`config.mk`:
```
export PLATFORM = sky130hd
export DESIGN_NAME = game_speed_controller
export DESIGN_NICKNAME = d
export VERILOG_FILES = /design/src/rtl/game_pkg.sv /design/src/rtl/game_speed_controller_tick_counter.sv /design/src/rtl/game_speed_controller.sv
export SDC_FILE = /design/constraint.sdc
export NUM_CORES = 1
export LEC_CHECK = 0
export ABC_AREA = 1
export BUFFER_PORTS_ARGS = -buffer_cell sky130_fd_sc_hd__clkbuf_2
export CORE_UTILIZATION = 30
export DETAILED_ROUTE_END_ITERATION = 8
export PLACE_DENSITY = 0.45
export SLEW_MARGIN = 5
export SYNTH_ARGS = -nofsm -noshare
export SYNTH_HDL_FRONTEND = slang
export SYNTH_HIERARCHICAL = 1
export SYNTH_SLANG_ARGS = --single-unit
export TNS_END_PERCENT = 20
```
`constraint.sdc`:
```
create_clock -name clkin -period 2.4 [get_ports clkin]
set_input_delay 0.48 -clock clkin [delete_from_list [all_inputs] [get_ports clkin]]
set_output_delay 0.48 -clock clkin [all_outputs]
set_load 0.01 [all_outputs]
```
`src/rtl/game_pkg.sv`:
```
// Shared types and constants for the game speed controller: speed levels,
// default terminal counts and lifecycle state encoding.
package game_pkg;

    typedef logic [1:0] level_t;

    localparam level_t LVL_SLOW    = 2'd0;
    localparam level_t LVL_NORMAL  = 2'd1;
    localparam level_t LVL_FAST    = 2'd2;
    localparam level_t LVL_EXTREME = 2'd3;

    // Default terminal counts; the tick period is TCn+1 clock cycles.
    localparam int TC0_DEFAULT = 3555555;
    localparam int TC1_DEFAULT = 1777777;
    localparam int TC2_DEFAULT = 888888;
    localparam int TC3_DEFAULT = 444444;

    typedef logic [1:0] state_t;

    localparam state_t ST_IDLE   = 2'd0;
    localparam state_t ST_RUN    = 2'd1;
    localparam state_t ST_PAUSED = 2'd2;

endpackage

```
`src/rtl/game_speed_controller_tick_counter.sv`:
```
// Programmable terminal-count counter with hold, synchronous clear and a
// registered one-cycle tick at the terminal count.
module tick_counter #(
    parameter int CNT_W = 22
) (
    input  logic             clkin,
    input  logic             reset,
    input  logic             en,
    input  logic             clr,
    input  logic [CNT_W-1:0] tc,
    output logic             tick
);

    logic [CNT_W-1:0] count_reg;
    logic             tick_reg;

    always_ff @(posedge clkin) begin
        if (reset) begin
            count_reg <= '0;
            tick_reg  <= 1'b0;
        end else if (clr) begin
            count_reg <= '0;
            tick_reg  <= 1'b0;
        end else if (en) begin
            if (count_reg == tc) begin
                count_reg <= '0;
                tick_reg  <= 1'b1;
            end else begin
                count_reg <= count_reg + 1'b1;
                tick_reg  <= 1'b0;
            end
        end else begin
            // Disabled: hold the partial period so a resume continues it.
            tick_reg <= 1'b0;
        end
    end

    assign tick = tick_reg;

endmodule

```
`src/rtl/game_speed_controller.sv`:
```
// Game-step tick generator: run/pause/stop lifecycle, speed level with manual
// up/down and score-driven auto advance, and the per-level terminal-count mux.
module game_speed_controller
    import game_pkg::*;
#(
    parameter int TC0             = TC0_DEFAULT,
    parameter int TC1             = TC1_DEFAULT,
    parameter int TC2             = TC2_DEFAULT,
    parameter int TC3             = TC3_DEFAULT,
    parameter int CNT_W           = 22,
    parameter int SCORE_PER_LEVEL = 8,
    parameter int START_LEVEL     = 0
) (
    input  logic       clkin,
    input  logic       reset,
    input  logic       start,
    input  logic       stop,
    input  logic       pause,
    input  logic       level_up,
    input  logic       level_down,
    input  logic       score_event,
    output logic       tick,
    output logic [1:0] level,
    output logic       level_changed,
    output logic       running
);

    localparam int SCORE_W = $clog2(SCORE_PER_LEVEL + 1);

    state_t               state_reg, state_next;
    level_t               level_reg, level_next;
    logic [SCORE_W-1:0]   score_reg, score_next;
    logic                 running_reg;
    logic                 level_changed_reg;
    logic                 lvl_change;
    logic                 up_req, dn_req, score_ok, score_hit, want_up, want_dn;
    logic [CNT_W-1:0]     tc_sel;

    // Lifecycle: stop beats start beats pause.
    always_comb begin
        state_next = state_reg;
        if (stop) begin
            state_next = ST_IDLE;
        end else if (state_reg == ST_IDLE) begin
            if (start) state_next = ST_RUN;
        end else if (pause) begin
            state_next = (state_reg == ST_RUN) ? ST_PAUSED : ST_RUN;
        end
    end

    // A score threshold hit and a manual level_down cancel each other out.
    always_comb begin
        up_req     = level_up & ~level_down;
        dn_req     = level_down & ~level_up;
        score_ok   = score_event & (state_reg == ST_RUN);
        score_hit  = score_ok & (score_reg == SCORE_W'(SCORE_PER_LEVEL - 1));
        want_up    = up_req | (score_hit & ~dn_req);
        want_dn    = dn_req & ~score_hit;
        level_next = level_reg;
        lvl_change = 1'b0;
        if (want_up && level_reg != LVL_EXTREME) begin
            level_next = level_reg + 2'd1;
            lvl_change = 1'b1;
        end else if (want_dn && level_reg != LVL_SLOW) begin
            level_next = level_reg - 2'd1;
            lvl_change = 1'b1;
        end
        score_next = score_reg;
        if (score_ok) begin
            score_next = (up_req || score_hit) ? '0 : score_reg + 1'b1;
        end
    end

    always_comb begin
        case (level_reg)
            LVL_NORMAL:  tc_sel = CNT_W'(TC1);
            LVL_FAST:    tc_sel = CNT_W'(TC2);
            LVL_EXTREME: tc_sel = CNT_W'(TC3);
            default:     tc_sel = CNT_W'(TC0);
        endcase
    end

    always_ff @(posedge clkin) begin
        if (reset) begin
            state_reg         <= ST_IDLE;
            level_reg         <= level_t'(START_LEVEL);
            score_reg         <= '0;
            running_reg       <= 1'b0;
            level_changed_reg <= 1'b0;
        end else begin
            state_reg         <= state_next;
            level_reg         <= level_next;
            score_reg         <= score_next;
            running_reg       <= (state_next == ST_RUN);
            level_changed_reg <= lvl_change;
        end
    end

    // Idle keeps the count at zero so entering RUN starts a clean period.
    tick_counter #(
        .CNT_W (CNT_W)
    ) u_tick_counter (
        .clkin (clkin),
        .reset (reset),
        .en    (state_reg == ST_RUN),
        .clr   (stop | lvl_change | (state_reg == ST_IDLE)),
        .tc    (tc_sel),
        .tick  (tick)
    );

    assign level         = level_reg;
    assign level_changed = level_changed_reg;
    assign running       = running_reg;

endmodule

```
==> results of run 1 <==
==> kinds of logic (layout without fill, tap and decap cells) <==
group	after synthesis	count (layout)	synth area share, %
buffers and inverters	73	96	12.7
adders and majority gates	9	9	4.92
xor gates and xnor gates	8	8	3.06
muxes	1	1	0.437
and+or+nand+nor	226	226	44.9
DFF	33	33	28.9
AOI/OAI and AO/OA	22	22	4.98
other	1	6	0.164
==> metrics by stage <==
step	instance area [sq um]	std cells	total power [W]	utilization, %
floorplan	2310	378	0.000709	-
global placement	2510	492	0.000765	34.2
detailed placement	2510	492	0.000764	34.2
CTS	2590	500	0.00119	35.3
global route	2590	500	0.00124	35.3
finish	2590	500	0.00117	35.3
==> critical path, stage by stage, from the launching register on <==
cell and delay, ns:
dfxtp_1 0.43, inv_1 0.09, ha_1 0.21, buf_4 0.17, nor2_1 0.18, inv_1 0.08, nand2_1 0.06, nand2_1 0.05
nor2_1 0.09, nand2_1 0.06, nor2_1 0.11, nand3_1 0.12, nand2_2 0.08, buf_4 0.18, nor2_1 0.05
==> layer usage <==
| layer | up-vias | wire length (um) | track usage [%] | share of wire [%] |
|---|---|---|---|---|
| li1 | 1164 | - | - | - |
| met3 | 6 | 180 | 3.42 | 3.1 |
| met1 | 933 | 2970 | 21.3 | 51 |
| met2 | 31 | 2570 | 26.2 | 44 |
| met4 | 0 | 106 | 6.20 | 1.8 |
| met5 | - | 0 | 0 | 0 |
==> cells in the final DEF, fill, tap and decap left out, types with 2 or more instances in the layout <==
| cell | instances |
|---|---|
| nand2_1 | 113 |
| inv_1 | 64 |
| nor2_1 | 59 |
| dfxtp_1 | 33 |
| nand3_1 | 17 |
| clkbuf_2 | 12 |
| o21ai_0 | 12 |
| ha_1 | 9 |
| a21oi_1 | 7 |
| nand4_1 | 7 |
| inv_2 | 6 |
| buf_4 | 6 |
| conb_1 | 6 |
| nor2_2 | 5 |
| clkbuf_8 | 5 |
| xor2_1 | 5 |
| nand2_2 | 4 |
| nand2_4 | 4 |
| nor3_1 | 4 |
| nand3_2 | 3 |
| xnor2_1 | 3 |
| nor2_4 | 3 |
| or2_2 | 2 |
| or2_1 | 2 |
| clkinv_2 | 2 |
==> report_power, final <==
group | internal, W | total [W] | switching, W
combinational | 0.0000715 | 0.000189 | 0.000117
sequential | 0.000555 | 0.000561 | 0.00000590
clock | 0.000201 | 0.000422 | 0.000221
==> worst paths after layout <==
kind,to,slack [ns],cells after the start
worst min-delay path,state_reg[1]$_SDFF_PP0_,0.43,2
worst max-delay path,u_tick_counter/count_reg[7]$_SDFFE_PP0P_,0.34,14
worst min register to register,score_reg[2]$_SDFFE_PP0P_,0.49,2
worst max register to register,u_tick_counter/count_reg[7]$_SDFFE_PP0P_,0.34,14
==> area by class of cell <==
class / count / area [sq um] / share of cell area (%)
Multi-Input combinational cell: 272 / 1360 / 52.3
Timing Repair Buffer: 18 / 105 / 4.06
Inverter: 70 / 263 / 10.1
Sequential cell: 33 / 661 / 25.5
Tap cell: 99 / 124 / 4.78
Clock inverter: 2 / 10.0 / 0.386
Clock buffer: 6 / 72.6 / 2.80
==> results by group, run 1 <==
Logic synthesis
  – FF+latch count, synth: 33
  – Most frequent cell after synthesis: nand2_1
  – Mapped cell area: 2290 sq um
  – Top cell type's share of synthesized area: 28.9%
  – Main flop type after synthesis: dfxtp_1
  – Most frequent cells after synthesis: 113 x nand2_1, 64 x inv_1, 59 x nor2_1
  – Syn Area/Cell: 6.14 sq um
  – Yosys warns: 6
  – Top cell type by total area after synthesis: dfxtp_1
  – Seq/Total Area, Yosys: 28.9%
  – Async SR Flop Fraction: 0%
  – Post-Synthesis Cells: 373
  – EDFF count, synth: 0
  – Synth area leaders: dfxtp_1 29%, nand2_1 19%, inv_1 10%
  – Cell variety after synth: 30

Setup path
  – Setup crit start: level[0]$_SDFFE_PP0P_
  – CP startpoint kind: flop
  – Reg-to-Reg Start: level[0]$_SDFFE_PP0P_
  – Max FO, Critical Path: 11
  – Setup crit end kind: flop
  – Crit path kind: flop to flop
  – WP data required: 2.58 ns
  – WP data arrival: 2.24 ns

Timing
  – TNS Setup: 0 ns
  – Final setup viols: 0
  – Unrepaired setup endpoints after global routing: false
  – Max Clk Rate: 486 MHz
  – Clk_skew: 0.00856 ns
  – Crit share post-route: 85.7%
  – Final hold violation count: 0
  – Hold slack: 0.427 ns
  – Final setup margin: 0.343 ns
  – Min Tclk post-route: 2.06 ns
  – Slew Limit Fails: 0

Global routing
  – Vias in the first global route: 1944
  – First-pass GRT wire length: 9600 um
  – Grt ovf: 0
  – All-Layer GR Usage: 16.3%
  – Largest net degree at the start of global routing: 12
  – Initial antenna violation count: 0

Drt
  – Routed len/inst: 11.6 um
  – Vias/cell: 4.27
  – Vias after detailed routing: 2134
  – Routed Antenna Nets: 0
  – Routed Wire Length: 5820 um
  – Number of DRC markers in iteration 0: 71
  – Drc violations: 0
  – TritonRoute pass-1 iters: 4

Clock network
  – TritonCTS Buffers: 5
  – Skew-Pair Late Insertion Delay: 0.29 ns
  – Clock-pin transition on the worst setup and hold timing paths: 0.07 ns
  – Post-CTS Setup Inserts: 0
  – Clock sinks: 33
  – CTS resizes: 0
  – Longest Clk Path Bufs: 2
  – H-tree levels: 2
  – Post-CTS Hold Buffers: 0
  – TritonCTS clock tree: built
  – Root Driver: clkbuf_8

Final layout
  – Max reg flops: 22
  – Fillers: 815
  – ANT cells: 0
  – Nets: 417
  – Layout cell share with drive strength beyond 1: 13.5%
  – Area Overhead vs Synth: 13.2%

Placed design
  – Place WS: 0.324 ns
  – DP HPWL: 4710 um
  – Routability cong.: 0.890
  – PortBufs: 12

Floorplan
  – Row cnt: 31
  – Die area: 7980 sq um
  – DIE WIDTH: 89.3 um
  – Placeable core region: 7330 sq um
  – # IOs: 13
  – Initial Utilization: 31.2%
  – Vert. Die Dim: 89.3 um

Hold path
  – Hold Crit Start: reset
  – Hold Crit Class: input pin to flop

Power
  – LEAKAGE: 1.18 nW
  – Power Density: 452 nW/um^2
  – Worst VDD drop: 0.000217 V

Outcome
  – Outcome: finished clean

Flow run
  – Max-cap violations: 0
No activity file was read; power rests on OpenSTA's default activity.
==> run 2, diff against run 1 <==
CORE_UTILIZATION = 61   (was 30)
HOLD_SLACK_MARGIN = 0.05   (was unset)
PLACE_DENSITY = 0.8   (was 0.45)
clock period = 2.5 ns   (was 2.4 ns; I/O delays follow)
==> run 2 against run 1 <==
Power down 6.2%; maximum frequency decreased by 10%; hold slack better by 0.027 ns; utilization grew 37 points; final cell count is 11% lower.
==> results by group, run 2 (same netlist as run 1, synthesis figures left out) <==
Final layout
  – ANT cells: 0
  – Layout cell share with drive strength beyond 1: 13.1%
  – Util after Layout: 72.5%
  – Commonest non-fill, non-tap cell in the layout: nand2_1
  – Area Overhead vs Synth: 9.90%
  – Max reg flops: 22
  – Nets: 414
  – Most frequent cells in the layout: 113 x nand2_1, 64 x inv_1, 59 x nor2_1, 33 x dfxtp_1, 16 x nand3_1

Placed design
  – Routability cong.: 0.966
  – DP HPWL: 4040 um
  – PortBufs: 12

Power
  – Seq pwr share: 49.2%
  – Net switching power figure: 0.000310 W
  – LEAKAGE: 1.16 nW
  – Int Power: 0.000789 W
  – Clock share of power: 34.6%
  – Pwr Total: 0.00110 W
  – Switching Share: 28.2%
  – Gate power share: 16.1%
  – Worst VDD drop: 0.000391 V
  – Power Density: 437 nW/um^2

Drt
  – Drc violations: 0
  – Vias/cell: 5.13
  – TritonRoute pass-1 iters: 4
  – Number of DRC markers in iteration 0: 183
  – Vias after detailed routing: 2278
  – Routed Antenna Nets: 0
  – Routed Wire Length: 5380 um
  – Routed len/inst: 12.1 um

Clock network
  – TritonCTS Buffers: 5
  – Root Driver: clkbuf_8
  – Clock-pin transition on the worst setup and hold timing paths: 0.06 ns
  – Skew-Pair Late Insertion Delay: 0.28 ns
  – H-tree levels: 2
  – TritonCTS clock tree: built
  – Longest Clk Path Bufs: 2
  – Clock sinks: 33

Floorplan
  – Row cnt: 21
  – Vert. Die Dim: 63.3 um
  – Placeable core region: 3470 sq um
  – Initial Utilization: 66.0%
  – DIE WIDTH: 63.3 um
  – Die area: 4000 sq um
  – # IOs: 13

Timing
  – Crit share post-route: 91.6%
  – Final hold violation count: 0
  – Final setup viols: 0
  – TNS Setup: 0 ns
  – Min Tclk post-route: 2.29 ns
  – Clk_skew: 0.00892 ns
  – Slew Limit Fails: 0
  – Hold slack: 0.454 ns
  – Max Clk Rate: 437 MHz
  – Relative slew slack: 62.2%
  – Actual slew at the worst max-slew pin: 0.565 ns
  – Unrepaired setup endpoints after global routing: false

Setup path
  – Setup crit end kind: flop
  – WP data arrival: 2.46 ns
  – CP startpoint kind: flop
  – Max FO, Critical Path: 11
  – Crit path kind: flop to flop
  – WP data required: 2.67 ns

Outcome
  – Outcome: finished clean

Global routing
  – Largest net degree at the start of global routing: 23
  – All-Layer GR Usage: 28.8%
  – Met3 GRT Util: 6.34%
  – Met2 Track Usage GR: 49.6%
  – Grt peak-use layer: met2
  – First-pass GRT wire length: 9030 um
  – Grt ovf: 0
  – Met1 usage: 36.8%
  – Vias in the first global route: 2061
  – Initial antenna violation count: 0

Flow run
  – Max-cap violations: 0

Hold path
  – Hold Crit Class: input pin to flop
## run 2: worst paths after layout
| kind | startpoint | slack, ns | end | cells after the start |
|---|---|---|---|---|
| worst max register to register | level[0]$_SDFFE_PP0P_ | 0.21 | u_tick_counter/count_reg[4]$_SDFFE_PP0P_ | 11 |
| worst min-delay path | reset | 0.45 | state_reg[1]$_SDFF_PP0_ | 2 |
| worst min register to register | score_reg[2]$_SDFFE_PP0P_ | 0.49 | score_reg[2]$_SDFFE_PP0P_ | 2 |
| worst max-delay path | level[0]$_SDFFE_PP0P_ | 0.21 | u_tick_counter/count_reg[4]$_SDFFE_PP0P_ | 11 |
## run 2: timing repair
action                                  in CTS  in global routing
resized for setup                            0                  3
hold buffers                                 0                  0
endpoints found under the setup margin       0                 22
setup buffers                                0                  0
## run 2: metrics by stage
stage / area, sq um / setup WS, ns / instances
finish: 2510 / 0.209 / 444
detailed placement: 2400 / 0.0992 / 434
floorplan: 2310 / 0.448 / 378
global placement: 2400 / 0.251 / 434
global route: 2510 / 0.0172 / 444
CTS: 2490 / 0.106 / 442
## run 2: layout make-up
type	instances	area (sq um)
clock buffer	6	72.6
clock inverter	2	10.0
fill	315	953
inverter	70	263
multi-input combinational	274	1380
sequential	33	661
tap	46	57.6
timing repair buffer	13	67.6
## run 2: worst max-delay path, cell delays in order, from the launching register on
cell	delay [ns]
dfxtp_1	0.43
inv_1	0.15
ha_1	0.28
or2_2	0.39
nand2_1	0.11
nand2_1	0.05
nor2_1	0.12
nand2_1	0.07
nor2_1	0.13
nand3_2	0.18
nand2_4	0.22
nor2_1	0.06
## run 2: layer usage
metal  part of all wire, %  vias up
li1                      -     1170
met1                    44     1006
met2                    47       94
met3                   8.0        8
met4                  0.87        0
met5                     0        -
## run 2: power groups by stage
stage | Sequential, W | Combinational (W) | Clock (W)
after global routing | 0.000542 | 0.000202 | 0.000416
after CTS | 0.000541 | 0.000173 | 0.000392
after floorplan | 0.000554 | 0.000127 | 0
after detailed placement | 0.000553 | 0.000173 | 0
after global placement | 0.000552 | 0.000170 | 0
final | 0.000541 | 0.000177 | 0.000381
==> run 3, diff against run 2 <==
BUFFER_PORTS_ARGS = unset   (was -buffer_cell sky130_fd_sc_hd__clkbuf_2)
DONT_BUFFER_PORTS = 1   (was unset)
PLACE_DENSITY = 0.88   (was 0.8)
==> run 3 against run 2 <==
Clock power rose by 5.2%; count of clock-buffer cells in the layout rose by 1; setup slack barely moved; die area did not move; critical path type unchanged; highest routed layer unchanged.
==> results by group, run 3 (same netlist as run 1, synthesis figures left out) <==
Setup path
  – Max FO, Critical Path: 22
  – CP startpoint kind: flop
  – Setup crit end kind: flop
  – WP data required: 2.67 ns
  – WP data arrival: 2.46 ns
  – Crit path kind: flop to flop

Final layout
  – Fillers: 294
  – Util after Layout: 70.5%
  – Area Overhead vs Synth: 6.78%
  – Layout cell share with drive strength beyond 1: 9.64%
  – Most frequent cells in the layout: 113 x nand2_1, 64 x inv_1, 59 x nor2_1, 33 x dfxtp_1, 17 x nand3_1
  – Non-filler cells, final: 430
  – ANT cells: 0
  – Reg area: 661 sq um
  – Nets: 401
  – Area taken by multi-input logic gates: 1360 sq um
  – Commonest non-fill, non-tap cell in the layout: nand2_1
  – Max reg flops: 22

Timing
  – Max Clk Rate: 437 MHz
  – Unrepaired setup endpoints after global routing: false
  – Clk_skew: 0.00557 ns
  – TNS Setup: 0 ns
  – Final setup viols: 0
  – Slew Limit Fails: 0
  – Final hold violation count: 0
  – Crit share post-route: 91.6%
  – Min Tclk post-route: 2.29 ns

Hold path
  – Hold Crit Class: input pin to flop

Drt
  – Routed Antenna Nets: 0
  – Vias/cell: 5.00
  – TritonRoute pass-1 iters: 4
  – Number of DRC markers in iteration 0: 179
  – Vias after detailed routing: 2150
  – Routed Wire Length: 5010 um
  – Drc violations: 0
  – Routed len/inst: 11.7 um

Clock network
  – Clock sinks: 33
  – Longest Clk Path Bufs: 2
  – Clock-pin transition on the worst setup and hold timing paths: 0.07 ns
  – TritonCTS Buffers: 5
  – H-tree levels: 2
  – TritonCTS clock tree: built
  – Post-CTS Hold Buffers: 0
  – Skew-Pair Late Insertion Delay: 0.29 ns
  – CTS resizes: 0
  – Root Driver: clkbuf_8
  – Post-CTS Setup Inserts: 0

Global routing
  – Largest net degree at the start of global routing: 23
  – First-pass GRT wire length: 8660 um
  – Initial antenna violation count: 0
  – All-Layer GR Usage: 28.0%
  – Grt ovf: 0
  – Vias in the first global route: 1964

Power
  – LEAKAGE: 1.11 nW
  – Worst VDD drop: 0.000385 V
  – Power Density: 453 nW/um^2

Flow run
  – Max-cap violations: 0

Floorplan
  – DIE WIDTH: 63.3 um
  – Die area: 4000 sq um
  – Vert. Die Dim: 63.3 um
  – Placeable core region: 3470 sq um
  – Initial Utilization: 66.0%
  – Row cnt: 21
  – # IOs: 13

Placed design
  – Routability cong.: 0.955
  – DP HPWL: 3890 um
  – PortBufs: 0
  – Inst Count DP: 423

Outcome
  – Outcome: finished clean
[run 3: final timing paths]
| check | from | endpoint | slack [ns] | cells past startpoint |
|---|---|---|---|---|
| worst max register to register | level[0]$_SDFFE_PP0P_ | u_tick_counter/count_reg[16]$_SDFFE_PP0P_ | 0.21 | 11 |
| worst min register to register | score_reg[2]$_SDFFE_PP0P_ | score_reg[2]$_SDFFE_PP0P_ | 0.47 | 2 |
| worst min-delay path | reset | level_changed$_SDFF_PP0_ | 0.28 | 1 |
| worst max-delay path | level[0]$_SDFFE_PP0P_ | u_tick_counter/count_reg[16]$_SDFFE_PP0P_ | 0.21 | 11 |
[run 3: critical path, cell delays in order (launching register included)]
cell	delay [ns]
dfxtp_1	0.48
inv_1	0.17
ha_1	0.26
or2_2	0.38
nand2_1	0.09
nand2_1	0.05
nor2_1	0.12
nand2_1	0.06
nor2_1	0.10
nand3_1	0.13
nand2_4	0.25
nor2_1	0.07
[run 3: per-stage QoR]
stage	setup WS, ns	total power (W)	hold slack, ns	cell area [sq um]
final	0.209	0.00111	0.276	2440
after global routing	0.0609	0.00117	0.268	2440
after CTS	0.112	0.00112	0.271	2440
after detailed placement	0.121	0.000716	0.467	2350
after global placement	0.191	0.000711	0.462	2350
after floorplan	0.448	0.000681	0.445	2310
[run 3: layout make-up]
cell class              instances  share of cell area (%)
repair buffers                  2                   0.614
clock buffers                   7                    3.53
well taps                      46                    2.36
flip-flops and latches         33                    27.0
inverters                      70                    10.8
multi-input cells             272                    55.7
[run 3: where the power goes]
part | switching [W] | internal (W)
registers | 0.00000856 | 0.000533
clock network | 0.000183 | 0.000218
logic | 0.000106 | 0.0000583
total | 0.000298 | 0.000809
[run 3: routing by layer]
metal	track usage (%)	part of all wire, %	up-vias
met4	9.38	1.7	0
met5	0	0	-
met1	35.2	45	944
met3	7.79	5.9	11
met2	46.0	47	59
li1	-	-	1136
